`src/rtl/dot_feeder.sv`:
```
// Dot-product sequencer: streams two operand vectors from memory into an external
// MAC element, then captures the accumulator and presents it on a ready/valid port.
module dot_feeder #(
    parameter int ADDR_W = 8,
    parameter int DATA_W = 32
) (
    input  logic              CLK,
    input  logic              RST,
    input  logic              START,
    input  logic [ADDR_W-1:0] LEN,
    input  logic [ADDR_W-1:0] BASE_A,
    input  logic [ADDR_W-1:0] BASE_B,
    output logic              MEM_RD_EN,
    output logic [ADDR_W-1:0] MEM_A_ADDR,
    output logic [ADDR_W-1:0] MEM_B_ADDR,
    input  logic [DATA_W-1:0] MEM_A_DATA,
    input  logic [DATA_W-1:0] MEM_B_DATA,
    output logic [DATA_W-1:0] PE_A,
    output logic [DATA_W-1:0] PE_B,
    output logic              PE_MAC,
    output logic              PE_CLR,
    input  logic [DATA_W-1:0] PE_ACC,
    output logic [DATA_W-1:0] RES_DATA,
    output logic              RES_VALID,
    input  logic              RES_READY,
    output logic              BUSY
);

    typedef enum logic [2:0] {
        IDLE   = 3'd0,
        CLEAR  = 3'd1,
        READ   = 3'd2,
        DRAIN  = 3'd3,
        SETTLE = 3'd4,
        HOLD   = 3'd5
    } state_t;

    localparam logic [ADDR_W-1:0] ZERO_A = {ADDR_W{1'b0}};
    localparam logic [ADDR_W-1:0] ONE_A  = {{(ADDR_W-1){1'b0}}, 1'b1};
    localparam logic [DATA_W-1:0] ZERO_D = {DATA_W{1'b0}};

    state_t              state_r;
    state_t              next_state_s;
    logic [ADDR_W-1:0]   len_r;
    logic [ADDR_W-1:0]   base_a_r;
    logic [ADDR_W-1:0]   base_b_r;
    logic [ADDR_W-1:0]   cnt_r;
    logic [ADDR_W-1:0]   cnt_s;
    logic                mem_rd_en_r;
    logic                rd_en_s;
    logic [ADDR_W-1:0]   mem_a_addr_r;
    logic [ADDR_W-1:0]   mem_b_addr_r;
    logic [ADDR_W-1:0]   a_addr_s;
    logic [ADDR_W-1:0]   b_addr_s;
    logic                pe_mac_r;
    logic                pe_clr_r;
    logic                clr_s;
    logic                busy_r;
    logic                busy_s;
    logic                res_valid_r;
    logic                res_valid_s;
    logic [DATA_W-1:0]   res_data_r;

    // FSM state register
    always_ff @(posedge CLK or posedge RST) begin
        if (RST) begin
            state_r <= IDLE;
        end else begin
            state_r <= next_state_s;
        end
    end

    // FSM next-state logic; the element counter indexes the current READ cycle
    always_comb begin
        next_state_s = state_r;
        case (state_r)
            IDLE:    if (START) next_state_s = CLEAR; else next_state_s = IDLE;
            CLEAR:   if (len_r != ZERO_A) next_state_s = READ; else next_state_s = SETTLE;
            READ:    if (cnt_r == (len_r - ONE_A)) next_state_s = DRAIN; else next_state_s = READ;
            DRAIN:   next_state_s = SETTLE;
            SETTLE:  next_state_s = HOLD;
            HOLD:    if (RES_READY) next_state_s = IDLE; else next_state_s = HOLD;
            default: next_state_s = IDLE;
        endcase
    end

    // FSM output logic: values the output registers take at the coming edge
    always_comb begin
        cnt_s       = ZERO_A;
        rd_en_s     = 1'b0;
        a_addr_s    = ZERO_A;
        b_addr_s    = ZERO_A;
        clr_s       = 1'b0;
        busy_s      = (next_state_s != IDLE);
        res_valid_s = (next_state_s == HOLD);
        if (next_state_s == READ) begin
            if (state_r == READ) begin
                cnt_s = cnt_r + ONE_A;
            end else begin
                cnt_s = ZERO_A;
            end
            rd_en_s  = 1'b1;
            a_addr_s = base_a_r + cnt_s;
            b_addr_s = base_b_r + cnt_s;
        end else begin
            rd_en_s = 1'b0;
        end
        if (next_state_s == CLEAR) begin
            clr_s = 1'b1;
        end else begin
            clr_s = 1'b0;
        end
    end

    // Command latch: LEN and bases are frozen at acceptance
    always_ff @(posedge CLK or posedge RST) begin
        if (RST) begin
            len_r    <= ZERO_A;
            base_a_r <= ZERO_A;
            base_b_r <= ZERO_A;
        end else if ((state_r == IDLE) && START) begin
            len_r    <= LEN;
            base_a_r <= BASE_A;
            base_b_r <= BASE_B;
        end
    end

    // Output and counter registers; MAC enable trails the read strobe by one cycle
    always_ff @(posedge CLK or posedge RST) begin
        if (RST) begin
            cnt_r        <= ZERO_A;
            mem_rd_en_r  <= 1'b0;
            mem_a_addr_r <= ZERO_A;
            mem_b_addr_r <= ZERO_A;
            pe_mac_r     <= 1'b0;
            pe_clr_r     <= 1'b0;
            busy_r       <= 1'b0;
            res_valid_r  <= 1'b0;
            res_data_r   <= ZERO_D;
        end else begin
            cnt_r        <= cnt_s;
            mem_rd_en_r  <= rd_en_s;
            mem_a_addr_r <= a_addr_s;
            mem_b_addr_r <= b_addr_s;
            pe_mac_r     <= mem_rd_en_r;
            pe_clr_r     <= clr_s;
            busy_r       <= busy_s;
            res_valid_r  <= res_valid_s;
            if (state_r == SETTLE) begin
                res_data_r <= PE_ACC;
            end
        end
    end

    assign MEM_RD_EN  = mem_rd_en_r;
    assign MEM_A_ADDR = mem_a_addr_r;
    assign MEM_B_ADDR = mem_b_addr_r;
    assign PE_MAC     = pe_mac_r;
    assign PE_CLR     = pe_clr_r;
    assign PE_A       = pe_mac_r ? MEM_A_DATA : ZERO_D;
    assign PE_B       = pe_mac_r ? MEM_B_DATA : ZERO_D;
    assign RES_DATA   = res_data_r;
    assign RES_VALID  = res_valid_r;
    assign BUSY       = busy_r;

endmodule

```
`config.mk`:
```
export PLATFORM = sky130hd
export DESIGN_NAME = dot_feeder
export DESIGN_NICKNAME = d
export VERILOG_FILES = /design/src/rtl/dot_feeder.sv
export SDC_FILE = /design/constraint.sdc
export NUM_CORES = 1
export LEC_CHECK = 0
export CAP_MARGIN = 25
export CORE_AREA = 2 2 110 112
export DETAILED_ROUTE_END_ITERATION = 6
export DIE_AREA = 0 0 112 114
export HOLD_SLACK_MARGIN = 0.15
export PLACE_DENSITY = 0.81
export SYNTH_ARGS = -nofsm -noshare
export SYNTH_HDL_FRONTEND = slang
export SYNTH_SLANG_ARGS = --single-unit
```
`constraint.sdc`:
```
create_clock -name CLK -period 4.3 [get_ports CLK]
set_clock_uncertainty 0.2 [all_clocks]
set_input_delay 0.645 -clock CLK [delete_from_list [all_inputs] [get_ports CLK]]
set_output_delay 0.645 -clock CLK [all_outputs]
set_load 0.05 [all_outputs]
```
---- Word level (Yosys, flattened, before mapping) ----
Index checks and enable logic that the tools add are counted.
storage, ports and cells
  register bits after elaboration ......... 88
  output and inout bits ................... 117
  logic and storage cells ................. 44
  bits of input ports ..................... 124
operators by class
  eq/ne operators ......................... 9
  multiplexer cells ....................... 14
  reductions and logical operators ........ 4
  add/subtract/negate cells ............... 4
operator list
  operator                                                            number
  32-bit 2-to-1 mux                                                   2
  8-bit 2-to-1 mux                                                    5
  3-bit case mux with 6 select lines                                  1
  8-bit adder                                                         2
  3-bit by 2-bit == test with 1-bit output, second input constant     3
  3-bit == test, second input constant                                3
  8-bit by 1-bit adder with 8-bit output, second input constant       1
  8-bit == test                                                       1
  8-bit nonzero test                                                  1
  8-bit by 1-bit subtractor with 8-bit output, second input constant  1
  3-bit by 1-bit == test with 1-bit output, second input constant     2
  3-bit 2-to-1 mux                                                    2
  1-bit 2-to-1 mux                                                    4
  3-bit zero test                                                     1
  3-bit nonzero test                                                  1
  1-bit logical AND                                                   1

---- Logic depth before layout (Yosys ltp) ----
  depth after elaboration ................. 8
  gate-level depth with buffers ........... 12
  gate-level depth less buffers ........... 10

---- Worst setup path before layout ----
No wires, ideal clock.
  kind .................................... flip-flop to flip-flop
  from .................................... register state_r[0]
  to ...................................... register mem_b_addr_r[7], in the netlist MEM_B_ADDR[7]
  path buffers ............................ 3
  arrival time ............................ 2,606 ps
  library setup time ...................... 88 ps
  cell stages (with the launch flop) ...... 11
  path slack .............................. 1,407 ps
  path through ............................ dfrtp_1 buf_6 or3b_1 clkbuf_2 clkbuf_1 nor2_1 ha_1 o21a_1 a2111o_1 a22o_1 a211oi_2
between the ends
  cells in the longest elaborated chain, start to end .. 5
  elaborated cells between the ends (all ways) .. 12
  classes of those cells .................. add/sub: 1; eq/ne: 6; mux: 4; reduce/logical: 1
RTL lines
  element                                   RTL line  RTL
  start, declared                           42        state_t state_r;
  start signal, assigned                    69        state_r <= next_state_s;
  3-bit by 2-bit == test with 1-bit output  76, 97
  8-bit 2-to-1 mux                          97        if (state_r == READ) begin
  8-bit 2-to-1 mux                          96        if (next_state_s == READ) begin
  8-bit adder                               104       b_addr_s = base_b_r + cnt_s;
  8-bit 2-to-1 mux *                        96
  named net b_addr_s[7]                     54        logic [ADDR_W-1:0] b_addr_s;
  end signal, assigned                      144       mem_b_addr_r <= b_addr_s;
  end, declared                             52        logic [ADDR_W-1:0] mem_b_addr_r;
Mark *: on every way through the listed nets, which the timed path passes. The rest lies on a longest branch. The select of a mux whose other input is x is not followed.
A chain may end at the register's enable or synchronous reset.

---- Final worst setup path ----
  from .................................... register pe_mac_r, in the netlist PE_MAC
  to ...................................... output PE_A[30]
between the ends
  cells in the longest elaborated chain, start to end .. 1
RTL lines
  element                 RTL line  RTL
  start, declared         55        logic pe_mac_r;
  start signal, assigned  145       pe_mac_r <= mem_rd_en_r;
  32-bit 2-to-1 mux       160       assign PE_A = pe_mac_r ? MEM_A_DATA : ZERO_D;
  end, declared           18        output logic [DATA_W-1:0] PE_A,
Every way passes these cells.

==> results_dict.tcl <==
set metrics [dict create \
    clk_pin_slew_ns 0.06 \
    rsz0062_at_grt "false" \
    cts_tree "done" \
    drive_gt1_share_pct 13.3 \
    maxSlewViolCount 0 \
    pwr_density_cell_nw_per_um2 779 \
    die-area_um2 12800 \
    worstSetupStartpointType "flop" \
    ys_warn_count 0 \
    synth.top_cell.area_share_pct 48.2 \
    worstMarginPinSlew_ns 0.846 \
    drt_iter0_markers 244 \
    syn_to_final_growth_pct 62.6 \
    grt_pass1_vias 4173 \
    path_max_fanout 42 \
    dp.cells 771 \
    status "finished clean" \
    finalSetupTns_ns 0 \
    cts_buffers 9 \
    synth-edff-count 0 \
    power_leakage_nw 3.12 \
    gr-total-overflow 0 \
    max_freq_mhz 298 \
    setup_slack_ns 0.948 \
    synthArstFlopShare_pct 100 \
    reg2regPathDepth 9 \
    synthesis.area_um2 4570 \
    reg2reg_to "MEM_A_ADDR[6]" \
    clock_latency_ns 0.33 \
    grt_start_max_net_pins 50 \
    worstPathRequired_ns 3.45 \
    ir_drop_v 0.000438 \
    yosysMostFrequentCell "dfrtp_1" \
    drc 0 \
    cts_hold_buf 0 \
    path_class "reg2out" \
    crit_path_end_kind "primary output" \
    wire_per_inst_um 18.9 \
    via_per_inst 5.03 \
    setup_violations 0 \
    row_count 40 \
    start_util_pct 39.0 \
    ctsResizeCount 0 \
    slew_headroom_pct 43.6 \
    die_h_um 114 \
    grt_use_total_pct 23.0 \
    hold_class "reg2reg" \
    syn_inst 398 \
    postPlaceCellArea_um2 7110 \
    arrival_ns 2.51 \
    dp_hpwl_mm 11.5 \
    drv_cap 0 \
    endpoint "PE_A[30]" \
    ys_seq_area_share_pct 48.2 \
    synth_nets 541 \
    synth_commonest_cells "dfrtp_1, and2_1, mux2_2, nor3_1" \
    period_needed_ns 3.35 \
    synthTopCellsByArea "dfrtp_1, mux2_2, and2_1" \
    htreeDepth 3 \
    clockBufferDepth 2 \
    core_area_um2 11700 \
    r2r_slack_ns 1.18 \
    finalNetCount 778 \
    synth_flop_cell "dfrtp_1" \
    drt_pass1_iterations 4 \
    diodes 0 \
    avgSynthCellArea_um2 11.5 \
    drtAntennaViolNets 0 \
    synth_seq_cells 88 \
    vias 3953 \
    place_ws_ns 1.28 \
    synth.distinct_cells 45 \
    routed_wl_mm 14.9 \
    design_area_um2 7430 \
    hold_violations 0 \
    final_cells 786 \
    grt_pass1_wl_mm 22.8 \
    port_buffers 240 \
    gp_congestion 0.889 \
    die-width_um 112 \
    grt_antenna_before_repair 0 \
    clock_sinks 88 \
    crit_start "PE_MAC" \
    ios 241 \
    synth_top_area_cell "dfrtp_1" \
    rr_startpoint "state_r[1]" \
    root_buffer "clkbuf_16" \
    cts_setup_buffers 0 \
    period_share_pct 78.0 \
]
## cells by family after synthesis
group,Yosys count,share of synthesized area [%]
and+or+nand+nor,141,18.3
muxes,55,13.5
DFF,88,48.2
adders and majority gates,19,5.53
buffers and inverters,30,3.04
AOI/OAI and AO/OA,41,6.77
xor gates and xnor gates,24,4.60
## where the power goes
part	internal, mW	switching [mW]	total (mW)
clock	0.536	0.299	0.835
sequential	1.19	0.288	1.48
combinational	1.35	2.12	3.47
total	3.08	2.71	5.79
## stage by stage
step                hold WS [ns]  util [%]  power, mW
finish                     0.202      63.4       5.79
global route               0.214      63.4       6.06
CTS                        0.201      63.4       5.84
detailed placement         0.187      60.7       4.96
global placement           0.163      60.7       4.90
floorplan                  0.287         -       3.79
## per-layer routing
metal / share of wire [%] / up-vias / global-route usage (%)
met5: 0 / - / 0
met4: 3.1 / 0 / 9.59
met3: 5.5 / 27 / 3.77
met2: 50 / 148 / 40.9
met1: 41 / 1923 / 27.8
li1: - / 1855 / -
## sequential cells by signal, summed over array words and instances (netlist names)
name and cells:
RES_DATA 32, base_b_r 8, len_r 8, MEM_RD_EN 1, RES_VALID 1, MEM_A_ADDR 8
BUSY 1, state_r 3, PE_CLR 1, cnt_r 8, base_a_r 8, MEM_B_ADDR 8
PE_MAC 1
## placed cells by master (no fill, tap or decap), types with 8 or more instances in the layout
| cell | n |
|---|---|
| xnor2_1 | 15 |
| ha_1 | 17 |
| mux2_2 | 54 |
| and2_1 | 66 |
| nor2_1 | 17 |
| a21o_1 | 9 |
| dfrtp_1 | 88 |
| inv_1 | 8 |
| clkdlybuf4s50_1 | 240 |
| xor2_1 | 9 |
| nor3_1 | 22 |
| clkbuf_16 | 9 |
## layout make-up
cell class	instances	area, um^2
clock buffer	12	256
clock inverter	3	65.1
fill	930	4280
inverter	9	35.0
multi-input combinational	280	2230
sequential	88	2200
tap	147	184
timing repair buffer	247	2450
## worst min-delay path by stage
stage | startpoint | to | slack, ns | cells after the start
global route | MEM_RD_EN | PE_MAC | 0.21 | 0
floorplan | base_a_r[5] | base_a_r[5] | 0.29 | 1
CTS | MEM_RD_EN | PE_MAC | 0.20 | 0
detailed placement | MEM_RD_EN | PE_MAC | 0.19 | 0
global placement | MEM_RD_EN | PE_MAC | 0.16 | 0
finish | MEM_RD_EN | PE_MAC | 0.20 | 0
## worst max-delay path, cell delays in order (launching register included)
cell             delay, ns
dfrtp_1               0.89
buf_4                 0.31
and2_1                0.16
clkdlybuf4s50_1       0.80
Note: power is estimated with default switching activity, not from simulation.
